File: config.mk
export PLATFORM = sky130hd
export DESIGN_NAME = usart_rx_core
export DESIGN_NICKNAME = d
export VERILOG_FILES = /design/src/rtl/usart_rx_core.sv
export SDC_FILE = /design/constraint.sdc
export NUM_CORES = 1
export LEC_CHECK = 0
export BUFFER_PORTS_ARGS = -buffer_cell sky130_fd_sc_hd__buf_4
export CAP_MARGIN = 20
export CORE_MARGIN = 2
export CORE_UTILIZATION = 67
export DETAILED_ROUTE_END_ITERATION = 10
export MAX_ROUTING_LAYER = met4
export PLACE_DENSITY = 0.95
export SLEW_MARGIN = 30
export SYNTH_ARGS = -nofsm -noshare
export SYNTH_HDL_FRONTEND = slang
export SYNTH_SLANG_ARGS = --single-unit
File: constraint.sdc
create_clock -name clk -period 17.76 [get_ports clk]
set_clock_uncertainty 0.1 [all_clocks]
set_input_delay 3.552 -clock clk [delete_from_list [all_inputs] [get_ports clk]]
set_output_delay 3.552 -clock clk [all_outputs]
set_load 0.01 [all_outputs]
File: src/rtl/usart_rx_core.sv
// usart_rx_core: UART receiver (start, DATA_BIT data LSB first, [even parity], stop)
// with mid-bit sampling and an NUM_OF_BUFS-deep show-ahead receive FIFO.
// Optional feature macro: RX_PARITY_EN adds one even-parity bit before the stop bit.
module usart_rx_core #(
    parameter int CLK_FREQ    = 100000000,
    parameter int BAUD_RATE   = 115200,
    parameter int DATA_BIT    = 8,
    parameter int NUM_OF_BUFS = 16
) (
    input  logic                             clk,
    input  logic                             reset,
    input  logic                             rx,
    output logic [DATA_BIT-1:0]              rd_data,
    output logic                             rd_valid,
    input  logic                             rd_ready,
    output logic [$clog2(NUM_OF_BUFS):0]     fifo_count,
    output logic                             frame_err,
    output logic                             overrun,
    output logic                             parity_err
);
    localparam int CLKS_PER_BIT = CLK_FREQ / BAUD_RATE;
    localparam int CNT_W = $clog2(CLKS_PER_BIT + 1);
    localparam int BIT_W = $clog2(DATA_BIT + 1);
    localparam int PTR_W = $clog2(NUM_OF_BUFS);
    localparam int CW    = PTR_W + 1;
    localparam logic [CNT_W-1:0] HALF_M1  = CNT_W'(CLKS_PER_BIT / 2 - 1);
    localparam logic [CNT_W-1:0] FULL_M1  = CNT_W'(CLKS_PER_BIT - 1);
    localparam logic [BIT_W-1:0] LAST_BIT = BIT_W'(DATA_BIT - 1);
    localparam logic [CW-1:0]    DEPTH    = CW'(NUM_OF_BUFS);

    typedef enum logic [2:0] {
        S_IDLE   = 3'd0,
        S_START  = 3'd1,
        S_DATA   = 3'd2,
`ifdef RX_PARITY_EN
        S_PARITY = 3'd4,
`endif
        S_STOP   = 3'd3
    } state_t;

    state_t                state_r, state_next_s;
    logic                  sync1_r, rx_s, rx_prev_r;
    logic [CNT_W-1:0]      clk_cnt_r, clk_cnt_next_s;
    logic [BIT_W-1:0]      bit_cnt_r, bit_cnt_next_s;
    logic [DATA_BIT-1:0]   shift_r, shift_next_s;
    logic                  par_r, par_next_s;
    logic                  push_req_r, push_req_next_s;
    logic                  frame_err_next_s, parity_err_next_s;
    logic                  parity_ok_s;
    logic                  frame_err_r, parity_err_r, overrun_r;

    logic [DATA_BIT-1:0]   mem_r [NUM_OF_BUFS];
    logic [PTR_W-1:0]      wr_ptr_r, rd_ptr_r;
    logic [CW-1:0]         count_r;
    logic                  pop_s, full_s, do_push_s;

    // Even parity over data plus received parity bit must be zero.
    function automatic logic even_parity_ok(input logic [DATA_BIT-1:0] d, input logic p);
        even_parity_ok = ((^d) ^ p) == 1'b0;
    endfunction

`ifdef RX_PARITY_EN
    assign parity_ok_s = even_parity_ok(shift_r, par_r);
`else
    assign parity_ok_s = 1'b1;
`endif

    // Two-flop synchronizer plus previous-sample flop for falling-edge detection.
    always_ff @(posedge clk or posedge reset) begin
        if (reset) begin
            sync1_r   <= 1'b1;
            rx_s      <= 1'b1;
            rx_prev_r <= 1'b1;
        end else begin
            sync1_r   <= rx;
            rx_s      <= sync1_r;
            rx_prev_r <= rx_s;
        end
    end

    // Receive FSM next-state, counters, shifter and frame verdict.
    always_comb begin
        state_next_s      = state_r;
        clk_cnt_next_s    = clk_cnt_r + CNT_W'(1);
        bit_cnt_next_s    = bit_cnt_r;
        shift_next_s      = shift_r;
        par_next_s        = par_r;
        push_req_next_s   = 1'b0;
        frame_err_next_s  = 1'b0;
        parity_err_next_s = 1'b0;
        case (state_r)
            S_IDLE: begin
                clk_cnt_next_s = '0;
                if (rx_prev_r && !rx_s) begin
                    state_next_s = S_START;
                end else begin
                    state_next_s = S_IDLE;
                end
            end
            S_START: begin
                if (clk_cnt_r == HALF_M1) begin
                    clk_cnt_next_s = '0;
                    bit_cnt_next_s = '0;
                    // A start that is high again by mid-bit was a glitch.
                    state_next_s   = rx_s ? S_IDLE : S_DATA;
                end else begin
                    state_next_s = S_START;
                end
            end
            S_DATA: begin
                if (clk_cnt_r == FULL_M1) begin
                    clk_cnt_next_s = '0;
                    shift_next_s   = {rx_s, shift_r[DATA_BIT-1:1]};
                    bit_cnt_next_s = bit_cnt_r + BIT_W'(1);
                    if (bit_cnt_r == LAST_BIT) begin
`ifdef RX_PARITY_EN
                        state_next_s = S_PARITY;
`else
                        state_next_s = S_STOP;
`endif
                    end else begin
                        state_next_s = S_DATA;
                    end
                end else begin
                    state_next_s = S_DATA;
                end
            end
`ifdef RX_PARITY_EN
            S_PARITY: begin
                if (clk_cnt_r == FULL_M1) begin
                    clk_cnt_next_s = '0;
                    par_next_s     = rx_s;
                    state_next_s   = S_STOP;
                end else begin
                    state_next_s = S_PARITY;
                end
            end
`endif
            S_STOP: begin
                if (clk_cnt_r == FULL_M1) begin
                    clk_cnt_next_s = '0;
                    state_next_s   = S_IDLE;
                    if (!rx_s) begin
                        frame_err_next_s = 1'b1;
                    end else if (!parity_ok_s) begin
                        parity_err_next_s = 1'b1;
                    end else begin
                        push_req_next_s = 1'b1;
                    end
                end else begin
                    state_next_s = S_STOP;
                end
            end
            default: begin
                state_next_s   = S_IDLE;
                clk_cnt_next_s = '0;
            end
        endcase
    end

    // FSM state, counters, shifter and error pulse registers.
    always_ff @(posedge clk or posedge reset) begin
        if (reset) begin
            state_r      <= S_IDLE;
            clk_cnt_r    <= '0;
            bit_cnt_r    <= '0;
            shift_r      <= '0;
            par_r        <= 1'b0;
            push_req_r   <= 1'b0;
            frame_err_r  <= 1'b0;
            parity_err_r <= 1'b0;
        end else begin
            state_r      <= state_next_s;
            clk_cnt_r    <= clk_cnt_next_s;
            bit_cnt_r    <= bit_cnt_next_s;
            shift_r      <= shift_next_s;
            par_r        <= par_next_s;
            push_req_r   <= push_req_next_s;
            frame_err_r  <= frame_err_next_s;
            parity_err_r <= parity_err_next_s;
        end
    end

    assign pop_s     = (count_r != '0) && rd_ready;
    assign full_s    = (count_r == DEPTH);
    assign do_push_s = push_req_r && (!full_s || pop_s);

    // Circular FIFO: a push while full succeeds only alongside a pop.
    always_ff @(posedge clk or posedge reset) begin
        if (reset) begin
            for (int i = 0; i < NUM_OF_BUFS; i++) begin
                mem_r[i] <= '0;
            end
            wr_ptr_r  <= '0;
            rd_ptr_r  <= '0;
            count_r   <= '0;
            overrun_r <= 1'b0;
        end else begin
            if (do_push_s) begin
                mem_r[wr_ptr_r] <= shift_r;
                wr_ptr_r        <= wr_ptr_r + PTR_W'(1);
            end
            if (pop_s) begin
                rd_ptr_r <= rd_ptr_r + PTR_W'(1);
            end
            count_r   <= count_r + CW'(do_push_s) - CW'(pop_s);
            overrun_r <= push_req_r && full_s && !pop_s;
        end
    end

    assign rd_data    = mem_r[rd_ptr_r];
    assign rd_valid   = (count_r != '0);
    assign fifo_count = count_r;
    assign frame_err  = frame_err_r;
    assign overrun    = overrun_r;
    assign parity_err = parity_err_r;
endmodule
==> flow_summary.yaml, run 1 <==
run_status:
  status: "complete, no violations"
clock_network:
  cts_resized: 0
  cts_hold_buf: 0
  clk_path_buf_depth: 2
  htreeDepth: 4
  clkSlewWorstSetupHoldPaths_ps: 60
  cts_root_buf: "clkbuf_16"
  numCtsBuffers: 17
  clkLatencyLatePin_ps: 440
  tritoncts: "yes"
  cts.sinks: 171
  cts_setup_buffers: 0
synth:
  synth_largest_area_cell: "dfrtp_1"
  yosysMostFrequentCell: "dfrtp_1"
  synth_common_cells: "168 x dfrtp_1, 137 x mux2_2, 32 x mux4_2, 19 x clkbuf_1, 18 x inv_1"
  async_reset_ff_share_pct: 100
  ys_warn_count: 0
  synth_top_area_share_pct: 53.4
  syn_area_um2: 7870
  synth_edf_count: 0
  yosysSeqAreaShare_pct: 54.4
  ys_seq_elements: 171
  synthFlopType: "dfrtp_1"
  syn_nets: 565
  syn_avg_cell_area_um2: 14.4
  synth_cells: 546
  synthDistinctLibCells: 49
  netlist_top_cells_area: "dfrtp_1 53%, mux2_2 20%, mux4_2 9.2%, ha_1 2.2%, a22oi_1 1.5%"
power_and_ir_drop:
  internal-power_mw: 0.731
  p_leak_nw: 4.25
  clkPwrFrac_pct: 38.6
  p_seq_share_pct: 43.1
  p_switching_mw: 0.280
  power_frac_comb_pct: 18.3
  swShare_pct: 27.7
  power.density_nw_per_um2: 116
  ir_drop_v: 0.000185
route:
  dr_total_vias: 4761
  wire_per_inst_um: 24.2
  drc_errors: 0
  postRouteAntennaNets: 0
  routed_wl_um: 17200
  post_drt_via_cell_ratio: 6.70
  dr.pass1.iters: 6
  drt_iter0_drc: 413
min_path:
  worstHoldStart: "sync1_r"
  hp-class: "flip-flop to flip-flop"
  hold_end: "rx_s"
  whs_path_depth: 0
floorplan:
  fp.dieH_um: 112
  coreArea_um2: 11400
  dieWidth_um: 112
  die_area_um2: 12600
  num_io_pins: 21
  start_util_pct: 68.9
  rows: 39
worst_setup_path:
  endpoint_kind: "output port"
  start_kind: "flip-flop"
  worstPathRequired_ps: 14110
  worstReg2RegEnd: "fifo_count[4]"
  crit_type: "flip-flop to output port"
  r2r-start: "fifo_count[2]"
  reg2reg_depth: 12
  crit_arrival_ps: 2590
  cp_max_fo: 35
  ff2ff_setup_slack_ps: 14660
global_route:
  grt-ovfl-total: 0
  grt_pass1_wl_um: 28100
  grt_pass1_vias: 5072
  antenna_found_initial: 0
  grt_max_degree: 104
  grt_use_total_pct: 30.9
cells_and_area:
  finalNetCount: 576
  final_util_pct: 76.5
  drive_above_1_share_pct: 41.2
  fill_cells: 625
  fin_area_um2: 8740
  syn2layout_area_growth_pct: 11.1
  multiInputGateArea_um2: 3400
  diodes: 0
  regArea_um2: 4280
timing:
  fin_crit_ps: 6240
  worst_slack_ps: 11520
  drv_slew: 0
  fmax_mhz: 160
  rsz0062_at_grt: "false"
  finalSetupViolations: 0
  tns_ps: 0
  holdWs_ps: 257
  fin_crit_sh_pct: 35.1
  slew_headroom_pct: 30.9
  report.final.hold_viol_count: 0
  worst_slew_pin_slew_ps: 1030
placement:
  port_buffers: 19
  place_area_um2: 8090
  place_ws_ps: 11640
  dpl.hpwl_um: 10500
  gp_congestion: 0.860
job:
  cap_violations: 0
[registers in the layout (all words and copies together), names as in the netlist, 2 cells and up]
register and cells:
bit_cnt_r 4, state_r 2, mem_r 128, shift_r 8
clk_cnt_r 10, fifo_count 5, wr_ptr_r 4, rd_ptr_r 4
[layer usage]
metal	global-route usage, %	vias to the layer above	wire length (um)
met1	39.0	2494	6510
met3	8.53	46	1290
met2	48.8	201	8940
met5	-	-	0
met4	11.3	0	467
li1	-	2020	-
[critical path, stage by stage, from the launching register on]
cell     delay, ps
dfrtp_2        350
buf_4          560
mux4_2         600
a22oi_1        320
nand2_1        140
buf_4          170
[layout by cell type (no fill, tap or decap), types with 2 or more instances in the layout]
cell / count
nor3_1: 3
a21oi_1: 6
and2_1: 2
bufinv_16: 4
a21o_1: 2
nor2_1: 16
clkinv_2: 2
xor2_1: 8
mux2_2: 137
and4_1: 2
clkbuf_16: 17
a22oi_1: 16
nand3_1: 17
nand4_1: 8
dfstp_2: 3
o21ai_0: 2
ha_1: 14
mux4_2: 32
clkbuf_1: 3
nor4_1: 4
clkbuf_8: 3
buf_4: 22
nand2_1: 17
inv_1: 17
dfrtp_1: 167
nor2b_1: 5
xnor2_1: 11
[power by group through the flow]
| stage | clock network, mW | registers [mW] | logic [mW] |
|---|---|---|---|
| after detailed placement | 0 | 0.441 | 0.185 |
| after global routing | 0.411 | 0.439 | 0.205 |
| after CTS | 0.393 | 0.435 | 0.186 |
| after floorplan | 0 | 0.435 | 0.142 |
| final | 0.390 | 0.436 | 0.186 |
| after global placement | 0 | 0.439 | 0.179 |
[final cells by class]
class | count | share of cell area (%)
Sequential cell | 171 | 49.0
Multi-Input combinational cell | 326 | 38.9
Clock buffer | 23 | 5.47
Timing Repair Buffer | 23 | 2.12
Tap cell | 143 | 2.05
Clock inverter | 7 | 1.59
Inverter | 18 | 0.859
[logic make-up after synthesis]
group,after synthesis,synth area share [%]
adders and majority gates,15,2.48
buffers and inverters,49,2.56
other,1,0.0477
muxes,170,29.1
and+or+nand+nor,88,6.41
xor gates and xnor gates,19,2.12
DFF,171,54.4
AOI/OAI and AO/OA,33,2.89
[metrics by stage]
stage / power, mW / std cells
finish: 1.01 / 711
global route: 1.05 / 711
CTS: 1.01 / 710
detailed placement: 0.626 / 680
global placement: 0.618 / 680
floorplan: 0.577 / 546
[how the worst max path moves through the flow]
| stage | cells past startpoint | to | slack (ps) | start |
|---|---|---|---|---|
| final | 5 | rd_data[7] | 11520 | rd_ptr_r[0] |
| after global placement | 12 | fifo_count[4] | 11750 | rd_ready |
| after CTS | 5 | rd_data[7] | 11500 | rd_ptr_r[0] |
| after detailed placement | 12 | fifo_count[4] | 11640 | rd_ready |
| after floorplan | 1 | bit_cnt_r[0] | 9480 | reset |
| after global routing | 5 | rd_data[7] | 11350 | rd_ptr_r[0] |
(Power assumes the default switching activity.)
==> run 2: changes to the inputs <==
- CORE_UTILIZATION: 67 -> 56
- PLACE_DENSITY: 0.95 -> 0.86
- clock period: 17.76 -> 5.3 ns (I/O delays scaled with it)
==> flow_summary.yaml, run 2 (synthesis gave the netlist of run 1 again) <==
run_status:
  status: "complete, no violations"
floorplan:
  start_util_pct: 56.9
  num_io_pins: 21
  rows: 43
  fp.dieH_um: 123
  die_area_um2: 15000
  dieWidth_um: 123
  coreArea_um2: 13800
worst_setup_path:
  endpoint_kind: "output port"
  start_kind: "flip-flop"
  cpPeakStageDelay_ps: 810
  crit_slowest_cell: "dfrtp_2"
  cp_max_fo: 21
  crit_type: "flip-flop to output port"
  crit_chain: "buf_4 -> mux4_2 -> a22oi_1 -> nand2_1 -> buf_4"
  path_common_cell: "buf_4"
  reg2reg_depth: 12
  worstPathRequired_ps: 4140
  crit_arrival_ps: 2730
timing:
  drv_slew: 0
  finalSetupViolations: 0
  tns_ps: 0
  fmax_mhz: 257
  report.final.hold_viol_count: 0
  fin_crit_sh_pct: 73.3
  worst_slew_pin_slew_ps: 795
  slew_headroom_pct: 46.9
  fin_crit_ps: 3890
  rsz0062_at_grt: "false"
power_and_ir_drop:
  internal-power_mw: 2.44
  clkPwrFrac_pct: 38.8
  p_switching_mw: 0.931
  p_leak_nw: 4.25
  power_frac_comb_pct: 16.2
  swShare_pct: 27.6
  ir_drop_v: 0.000274
  power.density_nw_per_um2: 384
  p_seq_share_pct: 45.0
clock_network:
  numCtsBuffers: 17
  tritoncts: "yes"
  cts_root_buf: "clkbuf_16"
  cts.sinks: 171
  clk_path_buf_depth: 2
  cts_hold_buf: 0
  clkSlewWorstSetupHoldPaths_ps: 60
  cts_setup_buffers: 0
  htreeDepth: 4
  cts_resized: 0
  clkLatencyLatePin_ps: 420
global_route:
  grt_use_total_pct: 23.8
  grt_pass1_vias: 4884
  grt-ovfl-total: 0
  antenna_found_initial: 0
  grt_pass1_wl_um: 25800
  grt_max_degree: 105
cells_and_area:
  syn2layout_area_growth_pct: 11.7
  regMostFlops: "mem_r"
  largest_reg_flops: 128
  diodes: 0
  final_common_cell: "dfrtp_1"
  most-common-layout-cells: "167 x dfrtp_1, 137 x mux2_2, 32 x mux4_2"
  drive_above_1_share_pct: 41.6
  reg_top3: "mem_r (128), clk_cnt_r (10), shift_r (8)"
  finalNetCount: 576
  final_util_pct: 63.6
route:
  drt_iter0_drc: 450
  wire_per_inst_um: 20.9
  dr.pass1.iters: 4
  drc_errors: 0
  routed_wl_um: 15700
  post_drt_via_cell_ratio: 6.10
  dr_total_vias: 4572
  postRouteAntennaNets: 0
placement:
  port_buffers: 19
  dpl.hpwl_um: 10500
  gp_congestion: 0.878
job:
  cap_violations: 0
min_path:
  hp-class: "flip-flop to flip-flop"
  whs_path_depth: 0
[run 2: cell types whose count changed in the layout (fill, tap and decap cells not counted)]
cell / change
clkinv_2: +2
clkbuf_1: -1
clkinv_4: +1
inv_6: +1
inv_8: -1
clkinvlp_4: +1
clkbuf_8: -1
[run 2: layout make-up]
| type | instances | area, um^2 |
|---|---|---|
| fill | 927 | 5040 |
| sequential | 171 | 4280 |
| multi-input combinational | 326 | 3400 |
| clock buffer | 21 | 460 |
| tap | 180 | 225 |
| timing repair buffer | 23 | 185 |
| clock inverter | 11 | 166 |
| inverter | 18 | 71.3 |
[run 2: per-stage QoR]
| stage | power [mW] | hold WS, ps | setup WS [ps] | cell area, um^2 | instances |
|---|---|---|---|---|---|
| 2_1_floorplan | 1.94 | 245 | 1960 | 7870 | 546 |
| 3_3_place_gp | 2.05 | 247 | 1770 | 8160 | 718 |
| 3_5_place_dp | 2.08 | 249 | 1670 | 8160 | 718 |
| 4_1_cts | 3.40 | 258 | 1340 | 8780 | 750 |
| 5_1_grt | 3.53 | 264 | 1190 | 8790 | 750 |
| 6_report | 3.37 | 256 | 1410 | 8790 | 750 |
[run 2: worst paths after layout]
check	end	from	slack, ps
min in group asynchronous	rd_ptr_r[3]	reset	440
worst max register to register	fifo_count[4]	fifo_count[2]	2160
worst min-delay path	rx_s	sync1_r	260
max in group asynchronous	mem_r[94]	reset	3680
worst min register to register	rx_s	sync1_r	260
worst max-delay path	rd_data[0]	rd_ptr_r[0]	1410
[run 2: worst max-delay path, delay by kind of cell, from the launching register on]
kind | cells | cell delay, ps
AOI/OAI and AO/OA | 1 | 260
buffers and inverters | 2 | 570
DFF | 1 | 810
muxes | 1 | 540
and+or+nand+nor | 1 | 110
[run 2: routing by layer]
layer  vias to the layer above  GRT usage [%]  routed length (um)
met4                         0           7.76                 211
met5                         -              -                   0
met2                       121           37.2                7940
met1                      2408           31.9                6800
met3                        16           4.74                 740
li1                       2027              -                   -
[run 2: power by group through the flow]
stage	Clock, mW	Sequential (mW)	Combinational [mW]
2_1_floorplan	0	1.46	0.476
3_3_place_gp	0	1.53	0.520
3_5_place_dp	0	1.54	0.545
4_1_cts	1.33	1.52	0.552
5_1_grt	1.39	1.54	0.604
6_report	1.31	1.52	0.547
==> run 3: changes to the inputs <==
- clock period: 5.3 -> 3.5 ns (I/O delays scaled with it)
==> flow_summary.yaml, run 3 (synthesis gave the netlist of run 1 again) <==
clock_network:
  cts.sinks: 171
  clk_path_buf_depth: 2
  cts_resized: 0
  cts_setup_buffers: 0
  tritoncts: "yes"
  cts_hold_buf: 0
  htreeDepth: 4
  cts_root_buf: "clkbuf_16"
  clkLatencyLatePin_ps: 430
  numCtsBuffers: 17
  clkSlewWorstSetupHoldPaths_ps: 60
timing:
  worst_slew_pin_slew_ps: 945
  drv_slew: 0
  fin_crit_sh_pct: 87.8
  slew_headroom_pct: 36.8
  worst_slack_ps: 427
  finalSetupViolations: 0
  report.final.hold_viol_count: 0
  rsz0062_at_grt: "false"
  fmax_mhz: 325
  tns_ps: 0
  fin_crit_ps: 3070
  holdWs_ps: 235
placement:
  port_buffers: 19
  dpl.hpwl_um: 10100
  place_ws_ps: 421
  gp_congestion: 0.805
  placed_cells: 719
floorplan:
  dieWidth_um: 123
  die_area_um2: 15000
  coreArea_um2: 13800
  rows: 43
  num_io_pins: 21
  fp.dieH_um: 123
  start_util_pct: 56.9
worst_setup_path:
  cp_max_fo: 5
  worstPathRequired_ps: 3740
  crit_type: "flip-flop to flip-flop"
  start_kind: "flip-flop"
  endpoint_kind: "flip-flop"
  crit_arrival_ps: 3320
route:
  postRouteAntennaNets: 0
  dr_total_vias: 4649
  post_drt_via_cell_ratio: 6.19
  routed_wl_um: 15500
  drc_errors: 0
  dr.pass1.iters: 4
  drt_iter0_drc: 375
  wire_per_inst_um: 20.6
cells_and_area:
  most-common-layout-cells: "167 x dfrtp_1, 137 x mux2_2, 32 x mux4_2"
  stdcell_count: 751
  final_common_cell: "dfrtp_1"
  largest_reg_flops: 128
  final_util_pct: 63.7
  regMostFlops: "mem_r"
  finalNetCount: 577
  drive_above_1_share_pct: 41.9
  syn2layout_area_growth_pct: 11.9
  fill_cells: 935
  diodes: 0
  reg_top3: "mem_r (128), clk_cnt_r (10), shift_r (8)"
global_route:
  grt_pass1_wl_um: 25500
  grt-ovfl-total: 0
  grt_use_total_pct: 23.5
  antenna_found_initial: 0
  grt_max_degree: 81
  grt_pass1_vias: 4961
power_and_ir_drop:
  p_leak_nw: 4.25
  ir_drop_v: 0.000355
  power.density_nw_per_um2: 578
run_status:
  status: "complete, no violations"
job:
  cap_violations: 0
min_path:
  hp-class: "input pin to async pin"
==> run 3: cell count changes in the layout (fill, tap and decap cells not counted) <==
cell        previous run  this run
clkinv_2               4         1
buf_12                 1         3
clkinv_4               2         4
clkinvlp_4             1         3
a31oi_2                0         1
a31oi_4                1         0
buf_4                 22        21
bufinv_16              4         3
clkbuf_1               2         1
inv_6                  1         2
==> run 3: power breakdown <==
part,internal (mW),switching [mW],leakage [nW]
logic,0.405,0.541,1.61
clock network,1.17,0.776,0.297
registers,2.08,0.123,2.34
total,3.65,1.44,4.25
==> run 3: final cells by class <==
class,instances,area (um^2),area share (%)
sequential,171,4280,48.6
inverter,18,71.3,0.810
clock inverter,12,163,1.85
multi-input combinational,326,3390,38.5
timing repair buffer,24,218,2.47
tap,180,225,2.56
clock buffer,20,457,5.19
==> run 3: through the flow <==
step / power, mW / area (um^2)
6_report: 5.09 / 8810
5_1_grt: 5.32 / 8810
4_1_cts: 5.14 / 8810
3_5_place_dp: 3.20 / 8190
3_3_place_gp: 3.15 / 8190
2_1_floorplan: 2.93 / 7870
==> run 3: path summary, 6_finish.rpt <==
path / from / end / slack [ps] / cells after the start
min: reset / rd_ptr_r[0] / 230 / 2
min reg2reg: sync1_r / rx_s / 260 / 0
max in group asynchronous: reset / mem_r[121] / 2280 / 3
max reg2reg: fifo_count[3] / fifo_count[4] / 430 / 12
min in group clk: sync1_r / rx_s / 260 / 0
max: fifo_count[3] / fifo_count[4] / 430 / 12
==> run 3: worst max-delay path, cell delays in order (launching register included) <==
cell	delay (ps)
dfrtp_1	400
inv_1	90
ha_1	150
or4b_2	600
and2_1	240
ha_1	300
inv_1	40
ha_1	200
fa_1	400
a21oi_1	160
nor2_1	60
nor2_1	110
xnor2_1	130
==> run 3: per-layer routing <==
layer  global-route usage (%)  up-vias  share of wire (%)
met2                     36.7      138                 50
met5                        -        -                  0
met1                     30.1     2461                 43
li1                         -     2019                  -
met4                     10.5        0                2.5
met3                     4.83       31                4.9
